**src/rtl/matmul_kstream_core.sv**
```systemverilog
// matmul_kstream_core: streamed M x K by K x N signed matrix multiply.
// Optional MATMUL_SAT_EN: saturating accumulate plus sticky sat_flag port.
//
// Ports:
//   clk, rst            clock, synchronous active-high reset
//   start, k_len        begin a product of k_len beats (sampled in IDLE)
//   in_valid, in_ready  operand beat handshake
//   a_col, b_row        A[i][k] and B[k][j] for the current beat
//   out_valid, out_ready result handshake
//   c_flat              C[i][j] at [(i*N+j)*ACC_W +: ACC_W]
//   sat_flag            (MATMUL_SAT_EN only) any accumulate clipped
//   busy                state != IDLE
module matmul_kstream_core #(
   parameter int DATA_W = 16,
   parameter int ACC_W  = 32,
   parameter int M      = 2,
   parameter int N      = 2,
   parameter int KMAX_W = 8
) (
   input  logic                   clk,
   input  logic                   rst,
   input  logic                   start,
   input  logic [KMAX_W-1:0]      k_len,
   input  logic                   in_valid,
   output logic                   in_ready,
   input  logic [M*DATA_W-1:0]    a_col,
   input  logic [N*DATA_W-1:0]    b_row,
   output logic                   out_valid,
   input  logic                   out_ready,
   output logic [M*N*ACC_W-1:0]   c_flat,
`ifdef MATMUL_SAT_EN
   output logic                   sat_flag,
`endif
   output logic                   busy
);

   typedef enum logic [1:0] {
      S_IDLE  = 2'd0,
      S_ACCUM = 2'd1,
      S_OUT   = 2'd2
   } state_t;

   // Sum width: one guard bit when saturating so overflow is visible.
`ifdef MATMUL_SAT_EN
   localparam int SW = ACC_W + 1;
`else
   localparam int SW = ACC_W;
`endif

   state_t state_q, state_d;
   logic [KMAX_W-1:0] cnt_q, cnt_d;
   logic [M*N-1:0][ACC_W-1:0] acc_q, acc_d;
`ifdef MATMUL_SAT_EN
   logic sat_q, sat_d;
`endif

   logic beat;
   logic [2*DATA_W-1:0] a_x, b_x, prod;
   logic [SW-1:0] prod_x, acc_x, sum;

   assign beat = (state_q == S_ACCUM) && in_valid;

   // State register and datapath flops
   always_ff @(posedge clk) begin
      if (rst) begin
         state_q <= S_IDLE;
         cnt_q   <= '0;
         acc_q   <= '0;
`ifdef MATMUL_SAT_EN
         sat_q   <= 1'b0;
`endif
      end else begin
         state_q <= state_d;
         cnt_q   <= cnt_d;
         acc_q   <= acc_d;
`ifdef MATMUL_SAT_EN
         sat_q   <= sat_d;
`endif
      end
   end

   // Next-state logic
   always_comb begin
      state_d = state_q;
      unique case (state_q)
         S_IDLE: begin
            if (start) begin
               state_d = (k_len == '0) ? S_OUT : S_ACCUM;
            end
         end
         S_ACCUM: begin
            if (beat && cnt_q == KMAX_W'(1)) begin
               state_d = S_OUT;
            end
         end
         S_OUT: begin
            if (out_ready) begin
               state_d = S_IDLE;
            end
         end
         default: state_d = S_IDLE;
      endcase
   end

   // Output logic
   always_comb begin
      in_ready  = (state_q == S_ACCUM);
      out_valid = (state_q == S_OUT);
      busy      = (state_q != S_IDLE);
   end

   // Accumulator array and beat counter
   always_comb begin
      acc_d  = acc_q;
      cnt_d  = cnt_q;
      a_x    = '0;
      b_x    = '0;
      prod   = '0;
      prod_x = '0;
      acc_x  = '0;
      sum    = '0;
`ifdef MATMUL_SAT_EN
      sat_d  = sat_q;
`endif
      if (state_q == S_IDLE && start) begin
         acc_d = '0;
         cnt_d = k_len;
`ifdef MATMUL_SAT_EN
         sat_d = 1'b0;
`endif
      end else if (beat) begin
         cnt_d = cnt_q - KMAX_W'(1);
         for (int i = 0; i < M; i++) begin
            for (int j = 0; j < N; j++) begin
               // Operands widened to the full product width so the
               // low 2*DATA_W bits carry the exact signed product.
               a_x = {{DATA_W{a_col[i*DATA_W+DATA_W-1]}},
                      a_col[i*DATA_W +: DATA_W]};
               b_x = {{DATA_W{b_row[j*DATA_W+DATA_W-1]}},
                      b_row[j*DATA_W +: DATA_W]};
               prod = a_x * b_x;
               prod_x = {{(SW-2*DATA_W){prod[2*DATA_W-1]}}, prod};
`ifdef MATMUL_SAT_EN
               acc_x = {acc_q[i*N+j][ACC_W-1], acc_q[i*N+j]};
               sum = acc_x + prod_x;
               if (sum[SW-1] != sum[SW-2]) begin
                  sat_d = 1'b1;
                  // Guard bit gives the true sign of the sum.
                  acc_d[i*N+j] = sum[SW-1]
                     ? {1'b1, {(ACC_W-1){1'b0}}}
                     : {1'b0, {(ACC_W-1){1'b1}}};
               end else begin
                  acc_d[i*N+j] = sum[ACC_W-1:0];
               end
`else
               acc_x = acc_q[i*N+j];
               sum = acc_x + prod_x;
               acc_d[i*N+j] = sum;
`endif
            end
         end
      end
   end

   assign c_flat = acc_q;
`ifdef MATMUL_SAT_EN
   assign sat_flag = sat_q;
`endif

endmodule

```
**config.mk**
```make
export PLATFORM = sky130hd
export DESIGN_NAME = matmul_kstream_core
export DESIGN_NICKNAME = d
export VERILOG_FILES = /design/src/rtl/matmul_kstream_core.sv
export SDC_FILE = /design/constraint.sdc
export NUM_CORES = 2
export LEC_CHECK = 0
export BUFFER_PORTS_ARGS = -buffer_cell sky130_fd_sc_hd__buf_2
export CAP_MARGIN = 20
export CORE_MARGIN = 2
export CORE_UTILIZATION = 45
export DETAILED_ROUTE_END_ITERATION = 8
export PLACE_DENSITY = 0.62
export SETUP_SLACK_MARGIN = 0.02
export SLEW_MARGIN = 0
export SYNTH_ARGS = -nofsm -noshare
export SYNTH_HDL_FRONTEND = slang
export SYNTH_SLANG_ARGS = --single-unit
```
**constraint.sdc**
```tcl
create_clock -name clk -period 8.19 [get_ports clk]
set_input_delay 1.2285 -clock clk [delete_from_list [all_inputs] [get_ports clk]]
set_output_delay 1.2285 -clock clk [all_outputs]
set_load 0.005 [all_outputs]
```
Word level (Yosys, flattened, before mapping)
Cells that the tools add are included.
{"block": "word_totals", "regBits": 138, "elab_cells": 37, "inputBits": 77, "out_inout_bits": 131}
{"block": "classes", "muxes": 7, "n_reduce_logical": 9, "addsub": 5, "mul": 4, "n_eq_ne": 6}
{"op": "$add A32 B32 Y32", "count": 4}
{"op": "$mul A16 B16 Y32", "count": 4}
{"op": "$mux W8", "count": 2}
{"op": "$eq A8 B1 Y1 const B", "count": 1}
{"op": "$logic_not A8 Y1", "count": 1}
{"op": "$mux W2", "count": 4}
{"op": "$sub A8 B1 Y8 const B", "count": 1}
{"op": "$pmux W2 S3", "count": 1}
{"op": "$ne A2 B1 Y1 const B", "count": 2}
{"op": "$reduce_bool A2 Y1", "count": 2}
{"op": "$logic_and A1 B1 Y1", "count": 3}
{"op": "$reduce_and A3 Y1", "count": 1}
{"op": "$eq A2 B1 Y1 const B", "count": 1}
{"op": "$eq A2 B2 Y1 const B", "count": 1}
{"op": "$logic_not A2 Y1", "count": 1}
{"op": "$ne A2 B2 Y1 const B", "count": 1}
{"op": "$reduce_or A2 Y1", "count": 1}

Longest topological paths before layout
{"block": "logic_depth", "depth_word": 5, "depth_mapped": 24, "mapped_depth_nobuf": 23}

Least setup slack after synthesis
No wires, ideal clock.
{"block": "synth_path", "path_type": "input port to flip-flop", "from": "in a_col[15]", "to": "reg acc_q (netlist bit c_flat[31])", "t_arrival_ns": 7.054, "path_slack_ns": 1.009, "required_ns": 8.063, "setup_ns": 0.127, "stages": 23, "path_buffers": 1, "cell_sequence": "clkbuf_1 > nand2_1 > inv_1 > fa_1 > inv_1 > fa_1 > inv_1 > fa_1 > fa_1 > fa_1 > inv_1 > fa_1 > inv_1 > ha_1 > a21o_1 > a21o_1 > a21oi_1 > inv_1 > a211o_1 > a31o_1 > a21oi_2 > nor4_1 > or3_1"}
{"block": "synth_between", "elab_chain_cells": 2}
{"element": "start, declared", "line_no": "26", "rtl": "input logic [M*DATA_W-1:0] a_col,"}
{"element": "$mul A16 B16 Y32", "line_no": "141", "rtl": "prod = a_x * b_x;"}
{"element": "$add A32 B32 Y32", "line_no": "157", "rtl": "sum = acc_x + prod_x;"}
{"element": "end signal, assigned", "line_no": "68", "rtl": "acc_q <= '0;"}
{"element": "end signal, assigned", "line_no": "75", "rtl": "acc_q <= acc_d;"}
{"element": "end, declared", "line_no": "52", "rtl": "logic [M*N-1:0][ACC_W-1:0] acc_q, acc_d;"}
No other way between the ends.
A chain may end at the register's enable or synchronous reset.

Worst setup path in the final report
{"block": "layout_path", "from": "in b_row[1]", "to": "reg acc_q (netlist bit c_flat[95])"}
{"block": "layout_between", "elab_chain_cells": 2}
{"element": "start, declared", "line_no": "27", "rtl": "input logic [N*DATA_W-1:0] b_row,"}
{"element": "$mul A16 B16 Y32", "line_no": "141"}
{"element": "$add A32 B32 Y32", "line_no": "157"}
No other way between the ends.

==> results_dict.tcl <==
set metrics [dict create \
    synthArstFlopShare_pct 0 \
    dr.pass1.iters 6 \
    num_vias 34591 \
    slew_headroom_pct 31.08 \
    crit_family "adder cells" \
    startpoint_type "primary input" \
    postCtsSetupRepairBufs 0 \
    synth_flop_cell "dfxtp_1" \
    tightest_slew_ns 1.034 \
    cts_resized 0 \
    routed_wl_mm 121.2 \
    dpl.hpwl_mm 98.92 \
    cap_violations 0 \
    final_common_cell "inv_1" \
    r2r-start "c_flat[47]" \
    cts.sinks 138 \
    cts_hold_buf 0 \
    critPathSlowestCell "fa_1" \
    cts_buffer_depth 2 \
    fmax_mhz 133.9 \
    drive_gt1_share_pct 6.310 \
    status "finished clean" \
    use_met3_pct 3.096 \
    syn-cell-area_um2 48050 \
    fp.dieW_um 330.8 \
    fill_cells 10108 \
    clkTransAtPathRegs_ns 0.07 \
    nets 7030 \
    syn_nets 6955 \
    viasPerCell 5.088 \
    rsz0062_at_grt "no" \
    numCtsBuffers 17 \
    synth_edf_count 0 \
    rows 119 \
    clock_skew_ns 0.01639 \
    hold_violations 0 \
    start_util_pct 45.52 \
    grt_max_degree 68 \
    worstPathMaxFanout 17 \
    yosysWarnings 0 \
    postRouteAntennaNets 0 \
    min_from "c_flat[92]" \
    cp_common_cell "fa_1" \
    crit_type "primary input to flip-flop" \
    tns_ns 0 \
    antenna_found_initial 13 \
    clock-root-buffer "clkbuf_16" \
    required_ns 8.63 \
    drc_errors 0 \
    place_congestion 0.8749 \
    synth_cells 5316 \
    grt-busiest-layer "met2" \
    core_region_area_um2 105600 \
    port-buffer-count 207 \
    gr-total-overflow 0 \
    syn_avg_cell_area_um2 9.038 \
    clock_latency_ns 0.53 \
    cp-startpoint "b_row[1]" \
    cts_max_level 4 \
    period_share_pct 91.22 \
    fp.dieArea_um2 109400 \
    syn2layout_area_growth_pct 6.609 \
    synth-seq-area-share_pct 5.750 \
    worstHoldPathType "flip-flop to flip-flop" \
    use_met2_pct 38.62 \
    drv_slew 0 \
    synth.distinct_cells 72 \
    critical-path-max-stage-delay_ns 0.75 \
    setup-violations-final 0 \
    drt_first_iter_violations 1917 \
    grt_first_pass_wirelength_mm 199.9 \
    tritoncts "yes" \
    io_pins 208 \
    grt_usage_pct 23.61 \
    grt_pass1_vias 36719 \
    global_route.usage.met1_pct 33.38 \
    finalCriticalPeriod_ns 7.471 \
    ys_seq_elements 138 \
    layout_common_cells "inv_1 (1,340), fa_1 (1,168), nand2_1 (691)" \
    worst-path-buf-inv 7 \
    cp_cell_sequence "buf_2 > nand2_1 > inv_1 > fa_1 > inv_1 > fa_1 > inv_1 > fa_1 > fa_1 > fa_1 > inv_1 > fa_1 > inv_1 > ha_1 > and3_1 > nand2_1 > or3_1 > a211oi_1 > o31ai_1 > buf_4 > o21ai_1 > xnor2_1 > nand2_1 > a21oi_1" \
    arrival_ns 7.91 \
    wl_per_cell_um 17.82 \
    end_kind "flip-flop" \
    die_height_um 330.8 \
]
## area by class of cell
class | count | area (um^2) | share of cell area, %
diodes | 3 | 7.507 | 0.01466
clock buffers | 17 | 425.4 | 0.8305
repair buffers | 289 | 1689 | 3.298
well taps | 1391 | 1740 | 3.398
clock inverters | 15 | 167.7 | 0.3273
multi-input cells | 3605 | 39400 | 76.92
flip-flops and latches | 138 | 2763 | 5.393
inverters | 1340 | 5030 | 9.819
## routing by layer
layer  up-vias  part of all wire (%)
li1      15688                     -
met1     17938                    44
met2       838                    48
met3       111                   5.7
met4        16                   2.0
met5         -                 0.082
## cells by family after synthesis
family / count (synthesis) / share of synthesized area, %
DFF: 138 / 5.750
adders and majority gates: 1562 / 58.92
AOI/OAI and AO/OA: 447 / 5.862
muxes: 2 / 0.04167
and+or+nand+nor: 1444 / 14.40
buffers and inverters: 1573 / 12.29
xor gates and xnor gates: 150 / 2.734
## worst paths after layout
check / endpoint / slack, ns / cells past startpoint
min reg2reg: c_flat[92] / 0.47 / 2
min: c_flat[92] / 0.47 / 2
max: c_flat[95] / 0.72 / 24
max reg2reg: c_flat[62] / 2.39 / 19
## synth_stat cells (9+ instances only)
cell type / n / area share, %
nand2_1: 692 / 5.4
o21a_1: 15 / 0.23
a31oi_1: 18 / 0.23
o21ai_0: 35 / 0.36
and3_1: 11 / 0.14
o211ai_1: 9 / 0.14
ha_1: 394 / 10
inv_1: 1340 / 10
a21oi_1: 170 / 1.8
xor2_1: 35 / 0.64
nand3_1: 20 / 0.21
o21ai_1: 47 / 0.49
dfxtp_1: 138 / 5.7
o21bai_1: 11 / 0.17
a211oi_1: 25 / 0.39
fa_1: 1168 / 49
nor3_1: 14 / 0.15
and2_1: 494 / 6.4
nor2b_1: 11 / 0.14
a21o_1: 50 / 0.78
nor2_1: 143 / 1.1
nand2b_1: 32 / 0.42
xnor2_1: 115 / 2.1
clkbuf_1: 229 / 1.8
## worst min-delay path, cell delays in order (launching register included)
cell and delay [ns]:
dfxtp_1 0.33, nand2_1 0.05, o21ai_1 0.05
## flip-flops by register name (all words and copies together), names as in the netlist
register and count:
c_flat 128, cnt_q 8, state_q 2
## per-stage QoR
step                      setup WS [ns]  util [%]  hold WS (ns)  cell area [um^2]  std cells
after global routing             0.4358     48.52        0.5033             51220       6797
after detailed placement         0.3081     47.95        0.4647             50620       6763
after CTS                        0.8366     48.52        0.4751             51220       6795
final                            0.7191     48.52        0.4727             51220       6798
after floorplan                   1.009         -        0.4586             48050       5316
after global placement           0.3971     47.95        0.4555             50620       6763
Power is not shown: default switching activity piles up to over one toggle a cycle in this logic, so the estimate is an artifact.
